[src/rtl/mem_arb.sv]
// Single-port memory arbiter between an instruction-fetch and a data requester.
// Optional fetch-starvation guard enabled by defining MEM_ARB_STARVE_GUARD_EN.
module mem_arb (
  input  logic        clk,
  input  logic        rst,
  input  logic        if_req,
  input  logic [15:0] if_addr,
  input  logic        if_flush,
  input  logic        dm_rd,
  input  logic        dm_wr,
  input  logic [15:0] dm_addr,
  input  logic [15:0] dm_wdata,
  output logic        mem_req,
  output logic        mem_wr,
  output logic [15:0] mem_addr,
  output logic [15:0] mem_wdata,
  input  logic [15:0] mem_rdata,
  input  logic        mem_done,
  output logic        if_done,
  output logic [15:0] if_rdata,
  output logic        dm_done,
  output logic [15:0] dm_rdata,
  output logic        stallF,
  output logic        stallM,
  output logic        err
);

  // state  | meaning
  // IDLE   | port free; also the turnaround cycle between grants
  // DGRANT | data requester owns the memory port
  // IGRANT | fetch requester owns the memory port
  typedef enum logic [1:0] {IDLE, DGRANT, IGRANT} state_t;

  state_t      state, state_nxt;
  logic [15:0] addr_q, wdata_q;
  logic        wr_q, flush_pend, err_q;
  logic        dm_any, take_fetch;

  assign dm_any = dm_rd | dm_wr;

`ifdef MEM_ARB_STARVE_GUARD_EN
  logic [1:0] starve_cnt;

  // After three data grants that kept a fetch waiting, the fetch goes first.
  assign take_fetch = if_req & (~dm_any | (starve_cnt == 2'd3));

  always_ff @(posedge clk) begin
    if (rst) begin
      starve_cnt <= 2'd0;
    end else if (state == IDLE && state_nxt == IGRANT) begin
      starve_cnt <= 2'd0;
    end else if (state == IDLE && state_nxt == DGRANT && if_req && starve_cnt != 2'd3) begin
      starve_cnt <= starve_cnt + 2'd1;
    end
  end
`else
  assign take_fetch = if_req & ~dm_any;
`endif

  always_comb begin
    state_nxt = state;
    case (state)
      IDLE: begin
        if (take_fetch)  state_nxt = IGRANT;
        else if (dm_any) state_nxt = DGRANT;
      end
      DGRANT, IGRANT: begin
        if (mem_done) state_nxt = IDLE;
      end
      default: state_nxt = IDLE;
    endcase
  end

  always_ff @(posedge clk) begin
    if (rst) begin
      state      <= IDLE;
      addr_q     <= 16'h0000;
      wdata_q    <= 16'h0000;
      wr_q       <= 1'b0;
      flush_pend <= 1'b0;
      err_q      <= 1'b0;
    end else begin
      state <= state_nxt;
      if (state == IDLE && state_nxt == DGRANT) begin
        addr_q  <= dm_addr;
        wr_q    <= dm_wr;
        wdata_q <= dm_wdata;
        if (dm_rd && dm_wr) err_q <= 1'b1;
      end else if (state == IDLE && state_nxt == IGRANT) begin
        addr_q  <= if_addr;
        wr_q    <= 1'b0;
        wdata_q <= 16'h0000;
      end
      // A flushed fetch still completes on the bus; only its result is dropped.
      if (state == IGRANT && state_nxt != IGRANT) flush_pend <= 1'b0;
      else if (state == IGRANT && if_flush)       flush_pend <= 1'b1;
    end
  end

  assign mem_req   = (state == DGRANT) | (state == IGRANT);
  assign mem_wr    = wr_q;
  assign mem_addr  = addr_q;
  assign mem_wdata = wdata_q;
  assign dm_done   = (state == DGRANT) & mem_done;
  assign if_done   = (state == IGRANT) & mem_done & ~flush_pend;
  assign dm_rdata  = mem_rdata;
  assign if_rdata  = mem_rdata;
  assign stallM    = dm_any & ~dm_done;
  assign stallF    = if_req & ~if_done;
  assign err       = err_q;

endmodule

[config.mk]
export PLATFORM = sky130hd
export DESIGN_NAME = mem_arb
export DESIGN_NICKNAME = d
export VERILOG_FILES = /design/src/rtl/mem_arb.sv
export SDC_FILE = /design/constraint.sdc
export NUM_CORES = 1
export LEC_CHECK = 0
export CAP_MARGIN = 25
export CORE_ASPECT_RATIO = 1.1
export CORE_MARGIN = 5
export CORE_UTILIZATION = 35
export DETAILED_ROUTE_END_ITERATION = 8
export PLACE_DENSITY = 0.85
export REMOVE_ABC_BUFFERS = 1
export SETUP_SLACK_MARGIN = 0.3
export SYNTH_ARGS = -nofsm -noshare
export SYNTH_HDL_FRONTEND = slang
export SYNTH_SLANG_ARGS = --single-unit
export TNS_END_PERCENT = 50
[constraint.sdc]
create_clock -name clk -period 3.8 [get_ports clk]
set_clock_uncertainty 0.1 [all_clocks]
set_input_delay 0.38 -clock clk [delete_from_list [all_inputs] [get_ports clk]]
set_output_delay 0.38 -clock clk [all_outputs]
set_load 0.05 [all_outputs]
==> impl_metrics.ini, run 1 <==
[run_status]
run_status = finished, final reports clean

[detailed_routing]
drtAntennaViolNets = 0
vias = 1438
dr.pass1.iters = 4
route.detailed.drc = 0
drtIter0Drc = 55
wl_um = 5120
viasPerCell = 5.05
avgRoutedWirePerCell_um = 18.0

[setup_path]
start_kind = flip-flop
critPathRequiredTime_ps = 3920
worstPathArrival_ps = 2920
critPathCaptureType = flip-flop
path_max_fanout = 23
worstRegToRegCells = 7
rrSetupSlack_ps = 1000
crit_type = flip-flop to flip-flop

[sta]
report.final.slew_viol_count = 0
hold_violations = 0
finalCritPeriodShare_pct = 73.6
maxSlewHeadroom_pct = 56.0
fin_ws_ps = 1000
max_freq_mhz = 357
finalCriticalPeriod_ps = 2800
worstMarginPinSlew_ps = 660
rsz0062_at_grt = false
setup_tns_ps = 0
setup_violations = 0

[place]
dp_hpwl_um = 4040
portBuffers = 93
place_congestion = 0.768
pre_cts_ws_ps = 935

[logic_synthesis]
ys_ff_latch = 37
yosys-top-cells-area = dfxtp_1, buf_4, mux2i_1
yosysSeqAreaShare_pct = 41.9
ys_warn_count = 0
ys_types = 31
synth_area_per_cell_sq_um = 10.8
synth_top_cell_by_area = dfxtp_1
synth_cells = 164
synth_area_sq_um = 1770
synth_top_area_share_pct = 41.9

[grt]
overflow = 0
antenna_found_initial = 0
grt_max_degree = 24
grt_pass1_wl_um = 7770
grt_pass1_vias = 1520
grtUsageTotal_pct = 15.2

[cells_and_area]
multi_input_area_sq_um = 713
final_common_cell = clkdlybuf4s50_1
regArea_sq_um = 741
n_antenna_cell = 0
final_cell_mix = clkdlybuf4s50_1, dfxtp_1, a22o_1, mux2i_1, o2bb2ai_1
fillers = 445
syn_to_final_growth_pct = 47.9
drive_above_1_share_pct = 6.17
final_nets = 301

[clock_network]
cts_tree = yes
path_clk_slew_ps = 80
cts_buffers = 5
htreeDepth = 2
clock-sinks = 37
cts_resized = 0
post_cts_buffers = 0
hold_buffers = 0
cts_buffer_depth = 2
clock_latency_ps = 280
root_buffer = clkbuf_8

[job]
maxCapViolations = 0

[power_and_ir_drop]
ir_worst_vdd_uv = 267
total_power_mw = 1.31
cellPowerDensity_nw_per_um2 = 501
leakagePower_nw = 1.00

[floorplan]
core_sq_um = 4970
ios = 142
die-area_sq_um = 6580
start_util_pct = 35.6
die_h_um = 84.6
row_count = 27
die_w_um = 77.8

[hold_path]
whs_path_depth = 1
hold_class = flip-flop to flip-flop
## kinds of logic after synthesis
logic type	after synthesis	share of synthesized area (%)
simple gates	21	6.79
flops	37	41.9
buf+inv	43	17.8
mux	16	9.05
fa+ha+maj	4	2.83
compound gates	43	21.6
## layer usage
metal / track usage, % / vias to the layer above / wire length (um)
li1: - / 684 / -
met1: 16.6 / 656 / 1950
met2: 22.7 / 90 / 2360
met3: 11.3 / 8 / 771
met4: 3.75 / 0 / 49
met5: 6.15 / - / 0
## final timing paths
| check | startpoint | to |
|---|---|---|
| worst max-delay path | state[0]$_SDFF_PP0_ | mem_wdata[1]$_SDFFE_PP0P_ |
| worst min-delay path | mem_addr[10]$_SDFFE_PP0P_ | mem_addr[10]$_SDFFE_PP0P_ |
| worst max register to register | state[0]$_SDFF_PP0_ | mem_wdata[1]$_SDFFE_PP0P_ |
| worst min register to register | mem_addr[10]$_SDFFE_PP0P_ | mem_addr[10]$_SDFFE_PP0P_ |
## worst max-delay path, cell delays in order (launching register included)
cell       delay (ps)
dfxtp_1           390
inv_1             100
ha_1              330
nor3b_1           430
nor2_1            160
a2111oi_4         650
buf_4             390
a22o_1            190
## synth_stat cells (all sizes together)
| library cell | n |
|---|---|
| nand2 | 2 |
| o21a | 1 |
| mux2i | 16 |
| o211a | 1 |
| a21oi | 2 |
| nor3 | 2 |
| a22o | 17 |
| dfxtp | 37 |
| nor2b | 1 |
| ha | 4 |
| o21ai | 1 |
| a211o | 1 |
| a2111oi | 1 |
| a31oi | 1 |
| nor2 | 7 |
| clkbuf | 1 |
| o2bb2ai | 16 |
| nand2b | 2 |
| a211oi | 1 |
| or3 | 1 |
| and2 | 2 |
| inv | 3 |
| nor4b | 1 |
| or2 | 1 |
| buf | 39 |
| nor3b | 1 |
| a21boi | 1 |
| and3b | 1 |
## area by class of cell
class                   instances  area share (%)
flip-flops and latches         37            28.3
clock inverters                 3            2.49
repair buffers                 95            36.1
inverters                       3           0.430
multi-input cells              84            27.2
well taps                      58            2.77
clock buffers                   5            2.63
## flip-flops by register name (all words and copies together) (netlist names)
register and cells:
err 1, mem_addr 16, mem_wr 1, state 2, mem_wdata 16, flush_pend 1
## per-stage QoR
stage | std cells | instance area (sq um) | util (%) | hold slack, ps
after floorplan | 124 | 1470 | - | 352
after global placement | 277 | 2480 | 50.0 | 344
after detailed placement | 277 | 2480 | 50.0 | 351
after CTS | 285 | 2620 | 52.7 | 372
after global routing | 285 | 2620 | 52.7 | 389
final | 285 | 2620 | 52.7 | 365
## where the power goes
group / switching (mW) / internal [mW] / total [mW]
sequential: 0.0254 / 0.434 / 0.459
combinational: 0.272 / 0.186 / 0.458
clock: 0.134 / 0.261 / 0.395
total: 0.431 / 0.881 / 1.31
(Power assumes the default switching activity.)
==> inputs of run 2 (changes only) <==
--- a/config.mk
+++ b/config.mk
@@ -8,9 +8,9 @@
 export CAP_MARGIN = 25
 export CORE_ASPECT_RATIO = 1.1
 export CORE_MARGIN = 5
-export CORE_UTILIZATION = 35
+export CORE_UTILIZATION = 33
 export DETAILED_ROUTE_END_ITERATION = 8
-export PLACE_DENSITY = 0.85
+export PLACE_DENSITY = 0.81
 export REMOVE_ABC_BUFFERS = 1
 export SETUP_SLACK_MARGIN = 0.3
 export SYNTH_ARGS = -nofsm -noshare
==> constraint.sdc (replaced) <==
create_clock -name clk -period 2.82 [get_ports clk]
set_clock_uncertainty 0.1 [all_clocks]
set_input_delay 0.282 -clock clk [delete_from_list [all_inputs] [get_ports clk]]
set_output_delay 0.282 -clock clk [all_outputs]
set_load 0.05 [all_outputs]
==> impl_metrics.ini, run 2 (synthesis gave the netlist of run 1 again) <==
[detailed_routing]
route.detailed.drc = 0
dr.pass1.iters = 4
vias = 1424
drtAntennaViolNets = 0
viasPerCell = 4.68
drtIter0Drc = 44
avgRoutedWirePerCell_um = 16.2
wl_um = 4930

[sta]
maxSlewHeadroom_pct = 62.5
report.final.slew_viol_count = 0
max_freq_mhz = 414
finalCriticalPeriod_ps = 2410
rsz0062_at_grt = true
whs_ps = 366
hold_violations = 0
finalCritPeriodShare_pct = 85.6
setup_violations = 0
worstMarginPinSlew_ps = 555

[grt]
grt_max_degree = 19
antenna_found_initial = 0
grt_pass1_wl_um = 7560
grt_pass1_vias = 1533
grtUsageTotal_pct = 14.1
overflow = 0

[floorplan]
die_h_um = 86.8
row_count = 28
die-area_sq_um = 6930
die_w_um = 79.8
ios = 142
core_sq_um = 5290
start_util_pct = 33.4

[clock_network]
post_cts_buffers = 0
path_clk_slew_ps = 70
htreeDepth = 2
clock_latency_ps = 280
cts_buffers = 5
clock-sinks = 37
cts_buffer_depth = 2
cts_tree = yes
root_buffer = clkbuf_8

[power_and_ir_drop]
p_seq_share_pct = 36.1
leakagePower_nw = 1.00
p_sw_mw = 0.584
ir_worst_vdd_uv = 305
p_clk_share_pct = 27.6
switching_share_pct = 34.1
total_power_mw = 1.71
power_frac_comb_pct = 36.3
cellPowerDensity_nw_per_um2 = 647
internal_power_mw = 1.13

[job]
maxCapViolations = 0

[setup_path]
start_kind = flip-flop
critPathRequiredTime_ps = 2440
path_max_fanout = 4
worst_path_largest_cell_delay_ps = 800
critPathSlowestCell = clkdlybuf4s50_1
crit_type = flip-flop to output pin
crit_path_cell_trace = inv_1, ha_1, nand2_1, nor2_1, nor2b_1, clkdlybuf4s50_1
worstPathArrival_ps = 2030
critPathCaptureType = output pin

[cells_and_area]
syn_to_final_growth_pct = 49.6
n_antenna_cell = 0
drive_above_1_share_pct = 7.86
final_cell_mix = clkdlybuf4s50_1, dfxtp_1, a22o_1, mux2i_1, o2bb2ai_1
final_nets = 303
final_common_cell = clkdlybuf4s50_1

[run_status]
run_status = finished, final reports clean

[place]
dp_hpwl_um = 3850
place_congestion = 0.795
portBuffers = 93

[hold_path]
hold_class = flip-flop to flip-flop
run 2: critical path: cells and delay by family (launching register included):
family / cells / cell delay, ps
buf+inv: 2 / 910
flops: 1 / 390
simple gates: 3 / 210
fa+ha+maj: 1 / 240
run 2: cell type report:
type	count	area (sq um)
fill	468	2640
timing repair buffer	97	961
sequential	37	741
multi-input combinational	84	719
tap	75	93.8
clock buffer	6	82.6
clock inverter	2	37.5
inverter	3	11.3
run 2: final timing paths:
path	cells after the start	endpoint	start	slack, ps
worst min-delay path	1	mem_addr[8]$_SDFFE_PP0P_	mem_addr[8]$_SDFFE_PP0P_	370
worst min register to register	1	mem_addr[8]$_SDFFE_PP0P_	mem_addr[8]$_SDFFE_PP0P_	370
worst max-delay path	6	stallF	state[0]$_SDFF_PP0_	410
worst max register to register	7	mem_wdata[11]$_SDFFE_PP0P_	state[0]$_SDFF_PP0_	500
run 2: through the flow:
stage	utilization [%]	setup slack, ps	TNS, ps	instances	cell area (sq um)
after floorplan	-	-449	-13510	124	1470
after global placement	47.6	435	0	296	2520
after detailed placement	47.6	347	0	296	2520
after CTS	49.9	334	0	304	2640
final	50.0	407	0	304	2650
after global routing	50.0	280	0	304	2650
run 2: metal layers:
metal / wire [um] / GRT usage (%) / vias to the layer above
met3: 703 / 10.2 / 4
li1: - / - / 689
met4: 15 / 2.76 / 2
met1: 2000 / 16.1 / 635
met2: 2170 / 20.9 / 94
met5: 39 / 5.38 / -
run 2: timing repair:
item,4_1_cts,5_1_grt
endpoints found under the setup margin,0,34
hold buffers,0,0
hold endpoints to repair,0,0
gates resized for setup,0,2
run 2: power by group through the flow:
stage / logic (mW) / clock network, mW / registers, mW
after floorplan: 0.171 / 0 / 0.830
final: 0.621 / 0.472 / 0.618
after global routing: 0.652 / 0.516 / 0.626
after CTS: 0.627 / 0.491 / 0.618
after global placement: 0.619 / 0 / 0.628
after detailed placement: 0.626 / 0 / 0.628
==> patch 1: new RTL, settings of run 2 <==
The option `MEM_ARB_STARVE_GUARD_EN` is turned on by a define.
--- a/src/rtl/mem_arb.sv
+++ b/src/rtl/mem_arb.sv
@@ -1,5 +1,7 @@
 // Single-port memory arbiter between an instruction-fetch and a data requester.
 // Optional fetch-starvation guard enabled by defining MEM_ARB_STARVE_GUARD_EN.
+`define MEM_ARB_STARVE_GUARD_EN
+
 module mem_arb (
   input  logic        clk,
   input  logic        rst,
Behaviour: not the same (a bounded check fails within 10 cycles, from zero or initial values and one cycle with rst high).
==> patch 1 against run 2 <==
- global-route usage grew 1.2 points
- setup slack gained 24 ps
- area after synthesis grew 22%
- via count grew 36%
- final area grew 14%
- utilization shrank 1.8 points
- sequential cell count grew 2
- power grew 4.5%
- wire length grew 32%
==> patch 1: results (changes against run 2) <==
| Metric | Value |
|---|---|
| Vias | 1943 (was 1424) |
| Placed instance area | 0.00291 sq mm (was 0.00252 sq mm) |
| DRT iter0 DRCs | 95 (was 44) |
| Leakage | 1.16 nW (was 1.00 nW) |
| Final nets | 367 (was 303) |
| Minimum clock period | 2390 ps (was 2410 ps) |
| Post-synthesis mux area share | 7.91% (was 9.05%) |
| Final wirelength | 6520 microns (was 4930 microns) |
| Sequential area share after synthesis | 36.3% (was 41.9%) |
| Pre-CTS setup slack | 310 ps (was 347 ps) |
| Synth Area in Adders | 2.91% (was 2.83%) |
| Met2 routed WL | 3060 microns (was 2170 microns) |
| Synth Area in Compound Gates | 22.7% (was 21.6%) |
| Post-Synth XOR/XNOR Area | 0.407% (was 0%) |
| Clock power share | 20.9% (was 27.6%) |
| Met1 Wirelength | 2540 microns (was 2000 microns) |
| Switching Power | 0.682 mW (was 0.584 mW) |
| Routability Congestion | 0.798 (was 0.795) |
| Critical path arrival | 2490 ps (was 2030 ps) |
| Vias in the first global route | 1965 (was 1533) |
| Status | finished, final reports clean (unchanged) |
| Reg2reg start | state[1] (was state[0]) |
| Peak supply drop | 0.000285 V (was 0.000305 V) |
| Reg2reg end | mem_addr[4] (was mem_wdata[11]) |
| DR vias/cell | 5.24 (was 4.68) |
| Grt met1 use | 17.8% (was 16.1%) |
| Pwr dens | 592 mW/mm^2 (was 647 mW/mm^2) |
| Slew @ Worst Pin | 533 ps (was 555 ps) |
| Combinational power | 0.745 mW (was 0.621 mW) |
| Setup slack, reg-to-reg | 430 ps (was 500 ps) |
## patch 1: timing repair
item,CTS,global route
buffers inserted,0,1
cloned,0,1
gates resized for setup,1,4
setup endpoints to repair,3,37
pin swaps,0,2
## patch 1: worst max-delay path: stages (launching register included)
cell and delay [ps]:
dfxtp_1 410, inv_1 90, ha_1 300, nor2b_1 170, a32o_2 280, a211o_1 350
a211o_4 440, o21ai_0 180
## patch 1: worst max-delay path by stage
stage,depth (start not counted),startpoint,endpoint
after floorplan,7,state[1],mem_wdata[0]
after global placement,6,if_req,mem_addr[4]
after detailed placement,6,if_req,mem_addr[6]
after CTS,7,state[0],mem_wdata[13]
after global routing,8,state[1],mem_addr[7]
final,7,state[1],mem_addr[4]
## patch 1: layout make-up
cell class                 instances  area share [%]
timing repair buffer             102            33.2
multi-input combinational        140            34.4
clock inverter                     1           0.166
tap                               80            3.31
sequential                        39            25.8
inverter                           3           0.373
clock buffer                       6            2.73
==> patch 2: new RTL, config.mk and constraints of run 2 <==
Made on the original files. Re-encode `state_t` (3 states) as one-hot, 3 bits wide.
--- a/src/rtl/mem_arb.sv
+++ b/src/rtl/mem_arb.sv
@@ -29,7 +29,7 @@
   // IDLE   | port free; also the turnaround cycle between grants
   // DGRANT | data requester owns the memory port
   // IGRANT | fetch requester owns the memory port
-  typedef enum logic [1:0] {IDLE, DGRANT, IGRANT} state_t;
+  typedef enum logic [2:0] {IDLE = 3'b001, DGRANT = 3'b010, IGRANT = 3'b100} state_t;
 
   state_t      state, state_nxt;
   logic [15:0] addr_q, wdata_q;
Function: no difference found for any inputs over 10 cycles, from zero or initial values and one cycle with rst high; not proved beyond that.
==> patch 2 against run 2 <==
- via count is 17% higher
- sequential cell count is 1 higher
- combinational power is 1% higher
- power is 7.3% higher
- wire length is 17% higher
- area after synthesis is 7.1% higher
- first-iteration DRC count is 4.5% higher
- setup slack better by 64 ps
- final area is 4.0% higher
- utilization is 1.4 points lower
- sequential power is 4.2% higher
- largest power group is now sequential cells
==> patch 2: results (changes against run 2) <==
| Metric | Value |
|---|---|
| Count of non-filler cells in the finished layout | 330 (was 304) |
| Syn_area_per_cell | 9.57 sq um (was 10.8 sq um) |
| Status | finished, final reports clean (unchanged) |
| Inserted Diodes | 0 (unchanged) |
| Synth top cells by count | dfxtp_1 (38), buf_4 (34), a21oi_1 (17), o21ai_0 (17) (was dfxtp_1 (37), buf_4 (32), a22o_1 (17), mux2i_1 (16), o2bb2ai_1 (16)) |
| Number of port buffers | 93 (unchanged) |
| HP Class | reg2reg (unchanged) |
| Post-DP HPWL | 4380 microns (was 3850 microns) |
| Leakage | 0.991 nW (was 1.00 nW) |
| Post-Synth XOR/XNOR Area | 0.462% (was 0%) |
| Pre-CTS setup slack | 250 ps (was 347 ps) |
| Yosys warning total | 0 (unchanged) |
| Post-synthesis mux area share | 0% (was 9.05%) |
| Crit path max fanout | 8 (was 4) |
| First-pass GRT wire length | 8530 microns (was 7560 microns) |
| Slew @ Worst Pin | 609 ps (was 555 ps) |
| Fillers | 560 (was 468) |
| Clock buffer depth | 2 (unchanged) |
| Clock power share | 30.8% (was 27.6%) |
| Synth Area in Compound Gates | 26.1% (was 21.6%) |
| Sw Share | 33.0% (was 34.1%) |
| Placed instance area | 0.00261 sq mm (was 0.00252 sq mm) |
| Count of cell types in the netlist | 30 (was 31) |
| Peak supply drop | 0.000319 V (was 0.000305 V) |
| Largest net degree at the start of global routing | 35 (was 19) |
| Area contributors post-synth | dfxtp_1 (40%), buf_4 (13%), a22o_1 (7.4%), a211oi_1 (6.3%), a21oi_1 (4.5%) (was dfxtp_1 (42%), buf_4 (14%), mux2i_1 (9.1%), a22o_1 (8.4%), o2bb2ai_1 (7.9%)) |
| Synth Area in Adders | 0% (was 2.83%) |
| GRT Overall Usage | 15.6% (was 14.1%) |
| Final nets | 323 (was 303) |
| Vias in the first global route | 1602 (was 1533) |
| Total CTS buffers | 5 (unchanged) |
| CTS resizes | 1 (was 0) |
| CTS root buffer | clkbuf_8 (unchanged) |
| Async SR Flop Fraction | 0% (unchanged) |
| DRT iter0 DRCs | 46 (was 44) |
| Seq pwr share | 35.1% (was 36.1%) |
| Number of synthesized flops with an enable pin | 0 (unchanged) |
| Share of layout cells above drive strength 1 | 10.3% (was 7.86%) |
| Worst-Skew Late Latency | 280 ps (about the same) |
| Seq pwr | 0.644 mW (was 0.618 mW) |
| Htree depth | 2 (unchanged) |
| Initial antenna violation count | 0 (unchanged) |
| DR vias/cell | 5.03 (was 4.68) |
| Routability Congestion | 0.798 (was 0.795) |
| Setup Fix Bufs, Post-CTS | 0 (unchanged) |
| Reg clk slew, reported paths | 70 ps (about the same) |
| DR pass1 iterations | 4 (unchanged) |
| Top FF cell, synth | dfxtp_1 (unchanged) |
| Final wirelength | 5790 microns (was 4930 microns) |
| Sequential area share after synthesis | 40.1% (was 41.9%) |
patch 2: per-layer routing:
metal  GRT usage [%]  vias to the layer above  wire length [microns]
li1                -                      813                      -
met1            16.9                      758                   2130
met2            24.5                       82                   2860
met3            10.1                        4                    730
met4            3.78                        2                     20
met5            7.14                        -                     52
patch 2: final timing paths:
path         cells after the start     start  slack [ps]           end
min reg2reg                      2       err         380           err
max                              3  state[1]         470       if_done
max reg2reg                      4  state[0]        1030  mem_wdata[4]
min                              2       err         380           err
patch 2: worst max-delay path, stage by stage, from the launching register on:
cell,delay (ps)
dfxtp_1,410
nor2_1,220
and4b_1,250
clkdlybuf4s50_1,810
patch 2: final cells by class:
class | instances | area, sq um | area share, %
repair buffers | 98 | 962 | 35.0
multi-input cells | 109 | 790 | 28.7
flip-flops and latches | 38 | 761 | 27.6
well taps | 77 | 96.3 | 3.50
clock buffers | 6 | 82.6 | 3.00
clock inverters | 2 | 60.1 | 2.18
